File: src/rtl/timer_event_ack_if.sv
// Handshake bundle between the sticky overflow flag, the acknowledge logic and the host.
// The slave modport is the acknowledge block; master is the flag/host side driving it.
interface timer_event_ack_if #(
  parameter int CNT_W = 8
);
  logic             iTimerOverflow;
  logic             iComparisonTrue;
  logic             iAck;
  logic             oIrq;
  logic             oClearFlag;
  logic [CNT_W-1:0] oEventCount;
  logic [CNT_W-1:0] oOverrunCount;
  logic             oTimeout;

  modport master (
    output iTimerOverflow, iComparisonTrue, iAck,
    input  oIrq, oClearFlag, oEventCount, oOverrunCount, oTimeout
  );

  modport slave (
    input  iTimerOverflow, iComparisonTrue, iAck,
    output oIrq, oClearFlag, oEventCount, oOverrunCount, oTimeout
  );
endinterface

File: src/rtl/timer_event_ack.sv
// Services the sticky timer-overflow flag: raises an IRQ, waits for an acknowledge or
// timeout, pulses the flag clear, and keeps event/overrun statistics.
module timer_event_ack #(
  parameter int CNT_W          = 8,
  parameter int TIMEOUT_CYCLES = 1000,
  parameter int TO_W           = 16
) (
  input  logic              iClk,
  input  logic              iReset,
  timer_event_ack_if.slave  bus
);

  typedef enum logic [1:0] {
    IDLE    = 2'd0,
    PENDING = 2'd1,
    CLEAR   = 2'd2,
    DRAIN   = 2'd3
  } state_t;

  localparam bit               TO_EN       = (TIMEOUT_CYCLES != 0);
  localparam int               TO_LAST_INT = (TIMEOUT_CYCLES > 0) ? (TIMEOUT_CYCLES - 1) : 0;
  localparam logic [TO_W-1:0]  TO_LAST     = TO_W'(TO_LAST_INT);
  localparam logic [CNT_W-1:0] CNT_ONE     = CNT_W'(1);
  localparam logic [CNT_W-1:0] CNT_MAX     = {CNT_W{1'b1}};

  state_t           state_r;
  logic [TO_W-1:0]  toCount_r;
  logic             irq_r;
  logic             clearFlag_r;
  logic [CNT_W-1:0] eventCount_r;
  logic [CNT_W-1:0] overrunCount_r;
  logic             timeout_r;
  logic             overrunHit_s;
  logic             toExpired_s;

  // A hit while an event is still outstanding cannot be represented by the flag, so count it
  assign overrunHit_s = bus.iComparisonTrue &&
                        ((state_r == PENDING) || (state_r == CLEAR)) &&
                        (overrunCount_r != CNT_MAX);
  assign toExpired_s  = TO_EN && (toCount_r == TO_LAST);

  // Event FSM with registered IRQ/clear outputs and statistics
  always_ff @(posedge iClk) begin
    if (iReset) begin
      state_r        <= IDLE;
      toCount_r      <= '0;
      irq_r          <= 1'b0;
      clearFlag_r    <= 1'b0;
      eventCount_r   <= '0;
      overrunCount_r <= '0;
      timeout_r      <= 1'b0;
    end else begin
      if (overrunHit_s) begin
        overrunCount_r <= overrunCount_r + CNT_ONE;
      end else begin
        overrunCount_r <= overrunCount_r;
      end

      case (state_r)
        IDLE: begin
          toCount_r   <= '0;
          clearFlag_r <= 1'b0;
          if (bus.iTimerOverflow) begin
            state_r      <= PENDING;
            irq_r        <= 1'b1;
            eventCount_r <= eventCount_r + CNT_ONE;
          end else begin
            state_r <= IDLE;
            irq_r   <= 1'b0;
          end
        end

        PENDING: begin
          // Acknowledge takes priority over a timeout expiring in the same cycle
          if (bus.iAck) begin
            state_r     <= CLEAR;
            irq_r       <= 1'b0;
            clearFlag_r <= 1'b1;
          end else if (toExpired_s) begin
            state_r     <= CLEAR;
            irq_r       <= 1'b0;
            clearFlag_r <= 1'b1;
            timeout_r   <= 1'b1;
          end else begin
            state_r     <= PENDING;
            irq_r       <= 1'b1;
            clearFlag_r <= 1'b0;
            toCount_r   <= toCount_r + TO_W'(1);
          end
        end

        CLEAR: begin
          state_r     <= DRAIN;
          irq_r       <= 1'b0;
          clearFlag_r <= 1'b0;
        end

        // The flag block is settling; it is deliberately not sampled here
        DRAIN: begin
          state_r     <= IDLE;
          irq_r       <= 1'b0;
          clearFlag_r <= 1'b0;
        end

        default: begin
          state_r     <= IDLE;
          irq_r       <= 1'b0;
          clearFlag_r <= 1'b0;
          toCount_r   <= '0;
        end
      endcase
    end
  end

  assign bus.oIrq          = irq_r;
  assign bus.oClearFlag    = clearFlag_r;
  assign bus.oEventCount   = eventCount_r;
  assign bus.oOverrunCount = overrunCount_r;
  assign bus.oTimeout      = timeout_r;

endmodule

File: src/flat_wrapper.sv
// flat-port wrapper written by rule: the top's interface ports become plain ports
module timer_event_ack_flat 
#(
  parameter int CNT_W          = 8,
  parameter int TIMEOUT_CYCLES = 1000,
  parameter int TO_W           = 16
)
  (iClk, iReset, bus_iTimerOverflow, bus_iComparisonTrue, bus_iAck, bus_oIrq, bus_oClearFlag, bus_oEventCount, bus_oOverrunCount, bus_oTimeout);
  timer_event_ack_if #(.CNT_W(CNT_W)) bus_i ();
  input  logic iClk;
  input  logic iReset;
  input wire logic [$bits(bus_i.iTimerOverflow)-1:0] bus_iTimerOverflow;
  input wire logic [$bits(bus_i.iComparisonTrue)-1:0] bus_iComparisonTrue;
  input wire logic [$bits(bus_i.iAck)-1:0] bus_iAck;
  output wire logic [$bits(bus_i.oIrq)-1:0] bus_oIrq;
  output wire logic [$bits(bus_i.oClearFlag)-1:0] bus_oClearFlag;
  output wire logic [$bits(bus_i.oEventCount)-1:0] bus_oEventCount;
  output wire logic [$bits(bus_i.oOverrunCount)-1:0] bus_oOverrunCount;
  output wire logic [$bits(bus_i.oTimeout)-1:0] bus_oTimeout;
  assign bus_i.iTimerOverflow = bus_iTimerOverflow;
  assign bus_i.iComparisonTrue = bus_iComparisonTrue;
  assign bus_i.iAck = bus_iAck;
  assign bus_oIrq = bus_i.oIrq;
  assign bus_oClearFlag = bus_i.oClearFlag;
  assign bus_oEventCount = bus_i.oEventCount;
  assign bus_oOverrunCount = bus_i.oOverrunCount;
  assign bus_oTimeout = bus_i.oTimeout;
  timer_event_ack #(.CNT_W(CNT_W), .TIMEOUT_CYCLES(TIMEOUT_CYCLES), .TO_W(TO_W)) u_core (.iClk(iClk), .iReset(iReset), .bus(bus_i));
endmodule
File: config.mk
export PLATFORM = sky130hd
export DESIGN_NAME = timer_event_ack_flat
export DESIGN_NICKNAME = d
export VERILOG_FILES = /design/src/rtl/timer_event_ack_if.sv /design/src/rtl/timer_event_ack.sv /design/src/flat_wrapper.sv
export SDC_FILE = /design/constraint.sdc
export NUM_CORES = 1
export LEC_CHECK = 0
export CAP_MARGIN = 15
export CORE_MARGIN = 1
export CORE_UTILIZATION = 55
export DETAILED_ROUTE_END_ITERATION = 6
export PLACE_DENSITY = 0.81
export SYNTH_ARGS = -nofsm -noshare
export SYNTH_HDL_FRONTEND = slang
export SYNTH_SLANG_ARGS = --single-unit
export TNS_END_PERCENT = 5
File: constraint.sdc
create_clock -name iClk -period 2.2 [get_ports iClk]
set_input_delay 0.44 -clock iClk [delete_from_list [all_inputs] [get_ports iClk]]
set_output_delay 0.44 -clock iClk [all_outputs]
set_load 0.01 [all_outputs]
==> reports/metrics.cfg, run 1 <==
[run]
maxCapViolations = 0

[clock_tree]
h-tree-depth = 2
cts_tree = yes
cts-resized-gates = 0
clock_latency_ps = 350
cts_sinks = 37
cts_buffers = 5
holdBufCountCts = 0
cts_setup_buffers = 0
root_buffer = clkbuf_4
clock_path_buffers = 2
path_clk_slew_ps = 110

[worst_hold_path]
hold_depth = 2
min_path_type = register to register
hold_end = u_core.bus.oTimeout
min_from = u_core.bus.oTimeout

[setup_path]
critPathKind = register to register
crit_required_ps = 2490
end_kind = register
arrival_ps = 2330
r2r-end = u_core.toCount_r[10]
start_kind = register
critical_path_peak_fanout = 5
r2r_slack_ps = 160
rr_worst_depth = 5
r2r_start = u_core.toCount_r[0]

[cells_and_area]
antennaDiodeCount = 0
syn_to_final_growth_pct = 18.8
mostFrequentLayoutCell = dfxtp_1
drive_above_1_share = 0.129
final_cell_mix = dfxtp_1, clkdlybuf4s50_1, a21oi_1
nFillCells = 299
fin_nets = 261
final_area_um2 = 2310

[synth]
netlist-cell-type-count = 48
synthCells = 218
syn-cell-area_um2 = 1940
yosysTopAreaCell = dfxtp_1
yosys_warnings = 0
synth.avg_cell_area_um2 = 8.91
yosysTopAreaCellShare = 0.381
yosysSeqAreaShare = 0.381
yosys_most_used_dff = dfxtp_1
async_flop_share = 0
synth-edff-count = 0
synth_nets = 230
ys_ff_latch = 37
yosys-top-cells-area = dfxtp_1, a21oi_1, ha_1, nand2_1, nor2_1

[die]
die_h_um = 61.4
initial_utilization = 0.578
coreArea_um2 = 3360
dieArea_um2 = 3770
num_rows = 21
die_w_um = 61.4
ioPinCount = 24

[place]
io_buffers = 23
place.gp.congestion = 0.837
dp_hpwl_um = 2900
placed_cell_area_um2 = 2240

[sta]
min_period_over_period = 0.929
fin_skew_ps = 8.45
setup_tns_ps = 0
slew_viol_final = 0
fmax_mhz = 489
hold_viol = 0
relSlewSlack = 0.660
layout_min_cycle_time_ps = 2040
setup_violations = 0
hold_ws_ps = 488
max_slew.worst_pin.slew_ps = 497
rsz0062_at_grt = false

[power_and_ir_drop]
power_density_nw_per_um2 = 565
power_leakage_nw = 0.770
peakVddDrop_uv = 407

[route]
dr.pass1.iters = 4
drc = 0
vias = 1780
routed_wl_um = 4150
ant_nets = 0
drtIter0Drc = 111
vias_per_cell = 6.03
drt-wirelength-per-cell_um = 14.1

[grt]
grt_antenna_before_repair = 0
grt_pass1_vias = 1511
gr-total-overflow = 0
grt_max_degree = 22
grtUsageTotal = 0.238
grt_pass1_wl_um = 6580

[run_status]
status = finished, final reports clean

==> cell usage after synthesis (all sizes together), types with 3 or more instances <==
cell,n
a21oi,19
buf,5
clkbuf,6
dfxtp,37
ha,7
inv,9
nand2,16
nand2b,4
nand3,11
nand4,6
nand4b,3
nor2,17
nor3,3
nor4,7
o211ai,7
o21ai,4
o311ai,5
o31ai,4
or3,6
or4,10
xnor2,4
xor2,4
==> report_power, final <==
group          switching [mW]  internal (mW)
clock                   0.232          0.231
combinational          0.0832         0.0610
sequential             0.0135          0.683
==> metrics by stage <==
| stage | worst slack (ps) | utilization | power, mW | instances |
|---|---|---|---|---|
| after floorplan | 300 | - | 0.799 | 218 |
| after global placement | 123 | 0.665 | 0.853 | 288 |
| after detailed placement | 84.3 | 0.665 | 0.856 | 288 |
| after CTS | 182 | 0.686 | 1.31 | 295 |
| after global routing | 42.1 | 0.686 | 1.35 | 295 |
| final | 157 | 0.686 | 1.30 | 295 |
==> per-layer routing <==
layer  part of all wire  routed length [um]  GRT usage
met4              0.011                  47      0.124
met2               0.46                1910      0.360
met3              0.047                 197     0.0504
met5                  0                   0          0
met1               0.48                2000      0.318
==> worst max path at each step <==
stage                               startpoint                    to  slack, ps
after floorplan           u_core.toCount_r[12]   u_core.toCount_r[9]        300
after global placement                bus_iAck  u_core.toCount_r[15]        120
after detailed placement              bus_iAck  u_core.toCount_r[15]         80
after CTS                  u_core.toCount_r[0]  u_core.toCount_r[10]        180
after global routing       u_core.toCount_r[0]  u_core.toCount_r[10]         40
final                      u_core.toCount_r[0]  u_core.toCount_r[10]        160
==> sequential cells by signal (all words and copies together), names as in the netlist, named ones only <==
| signal | count |
|---|---|
| u_core.toCount_r | 16 |
| u_core.bus.oOverrunCount | 8 |
| u_core.bus.oTimeout | 1 |
| u_core.bus.oClearFlag | 1 |
| u_core.bus.oEventCount | 8 |
| u_core.state_r | 1 |
| u_core.bus.oIrq | 1 |
==> worst max-delay path, cell delays in order (launching register included) <==
cell,delay (ps)
dfxtp_1,410
ha_1,260
nand4_1,290
or3_1,480
or4_1,410
a21oi_1,140
==> area by class of cell <==
cell class | count | area [um2] | area share
flip-flops and latches | 37 | 741 | 0.321
clock buffers | 5 | 37.5 | 0.0163
multi-input cells | 161 | 1080 | 0.469
repair buffers | 35 | 320 | 0.139
well taps | 46 | 57.6 | 0.0249
clock inverters | 2 | 35.0 | 0.0152
inverters | 9 | 33.8 | 0.0146
==> cell families (layout without fill, tap and decap cells) <==
| family | count (synthesis) | in the layout | synth area share |
|---|---|---|---|
| muxes | 3 | 3 | 0.0167 |
| DFF | 37 | 37 | 0.381 |
| xor gates and xnor gates | 8 | 8 | 0.0361 |
| adders and majority gates | 7 | 7 | 0.0451 |
| AOI/OAI and AO/OA | 51 | 51 | 0.180 |
| and+or+nand+nor | 92 | 92 | 0.279 |
| buffers and inverters | 20 | 51 | 0.0612 |
Power figures use the tool's default switching activity.
==> run 2: changes to the inputs <==
Settings changed: CORE_UTILIZATION 55 to 50, MAX_ROUTING_LAYER set to met4, PLACE_DENSITY 0.81 to 0.79.
==> reports/metrics.cfg, run 2 (synthesis gave the netlist of run 1 again) <==
[sta]
layout_min_cycle_time_ps = 2070
setup_violations = 0
max_slew.worst_pin.slew_ps = 547
slew_viol_final = 0
min_period_over_period = 0.941
fmax_mhz = 483
hold_viol = 0
fin_skew_ps = 8.44
setup_tns_ps = 0
hold_ws_ps = 479
rsz0062_at_grt = false
relSlewSlack = 0.626

[die]
ioPinCount = 24
die_h_um = 64.3
die_w_um = 64.3
initial_utilization = 0.527
dieArea_um2 = 4140
coreArea_um2 = 3690
num_rows = 22

[clock_tree]
path_clk_slew_ps = 80
clock_latency_ps = 300
root_buffer = clkbuf_8
cts_tree = yes
h-tree-depth = 2
cts_setup_buffers = 0
cts-resized-gates = 0
cts_sinks = 37
holdBufCountCts = 0
clock_path_buffers = 2
cts_buffers = 5

[setup_path]
cpMaxStageDelayCell = or3_1
max_stage_delay_ps = 470
end_kind = register
r2r_start = u_core.toCount_r[0]
r2r_slack_ps = 130
rr_worst_depth = 5
crit_required_ps = 2420
crit_path_cell_trace = ha_1 > nand4_1 > or3_1 > or4_1 > a21oi_1
critical_path_peak_fanout = 5
arrival_ps = 2290
critPathKind = register to register
start_kind = register
r2r-end = u_core.toCount_r[10]

[grt]
grt_pass1_vias = 1702
grt_use_met2 = 0.395
gr-total-overflow = 0
top_usage_layer = met2
grt_max_degree = 19
met3_usage = 0.0643
grt_pass1_wl_um = 7630
grt_antenna_before_repair = 0
grtUsageMet1 = 0.289
grtUsageTotal = 0.243

[route]
routed_wl_um = 4350
vias_per_cell = 6.02
dr.pass1.iters = 4
drc = 0
ant_nets = 0
drtIter0Drc = 140
drt-wirelength-per-cell_um = 14.6
vias = 1801

[cells_and_area]
final_cell_mix = dfxtp_1, clkdlybuf4s50_1, a21oi_1
fin_nets = 262
syn_to_final_growth_pct = 21.3
regMostFlops = u_core.toCount_r
largest_reg_flops = 16
antennaDiodeCount = 0
drive_above_1_share = 0.131
mostFrequentLayoutCell = dfxtp_1
final_cells = 299

[worst_hold_path]
hold_depth = 2
min_from = u_core.bus.oTimeout
hold_end = u_core.bus.oTimeout
min_path_type = register to register

[power_and_ir_drop]
power_mw = 1.44
power_leakage_nw = 0.790
power_density_nw_per_um2 = 609
peakVddDrop_uv = 449

[place]
io_buffers = 23
place.gp.congestion = 0.853
dp_hpwl_um = 3080
placedCellCount = 291

[run_status]
status = finished, final reports clean

[run]
maxCapViolations = 0

-- run 2: cell count changes in the layout (fill, tap and decap cells not counted), sizes merged --
cell / change
buf: +1
clkbuf: +1
-- run 2: cell type report --
cell class,instances,area (um2)
fillers,338,1330
multi-input cells,161,1080
flip-flops and latches,37,741
repair buffers,36,328
clock buffers,6,72.6
well taps,48,60.1
clock inverters,2,38.8
inverters,9,33.8
-- run 2: worst max path at each step --
| stage | start | end | slack, ps | cells past startpoint |
|---|---|---|---|---|
| detailed placement | bus_iAck | u_core.toCount_r[15] | 80 | 5 |
| global placement | bus_iAck | u_core.toCount_r[15] | 120 | 5 |
| floorplan | u_core.toCount_r[12] | u_core.toCount_r[9] | 300 | 5 |
| CTS | u_core.toCount_r[0] | u_core.toCount_r[10] | 130 | 5 |
| global route | u_core.toCount_r[0] | u_core.toCount_r[10] | 6 | 5 |
| finish | u_core.toCount_r[0] | u_core.toCount_r[10] | 130 | 5 |
-- run 2: metal layers --
metal,routed length (um),part of all wire,vias up
met5,0,0,-
met2,2060,0.47,52
li1,-,-,890
met3,188,0.043,5
met1,2030,0.47,854
met4,69,0.016,0
-- run 2: where the power goes --
part	internal (mW)	total (mW)	switching (mW)
combinational	0.0627	0.148	0.0849
clock	0.340	0.592	0.252
sequential	0.683	0.697	0.0141
total	1.09	1.44	0.351
-- run 2: per-stage QoR --
step | utilization | cell area, um2 | worst slack [ps]
after global placement | 0.609 | 2250 | 118
after CTS | 0.639 | 2360 | 127
final | 0.639 | 2360 | 129
after floorplan | - | 1940 | 300
after global routing | 0.639 | 2360 | 6.30
after detailed placement | 0.609 | 2250 | 77.7
-- run 2: worst max-delay path, delay by kind of cell (launching register included) --
kind	cells	cell delay, ps
AND/OR/NAND/NOR	3	1160
flip-flops	1	420
adder cells (fa/ha/maj)	1	270
AO/OA/AOI/OAI	1	150
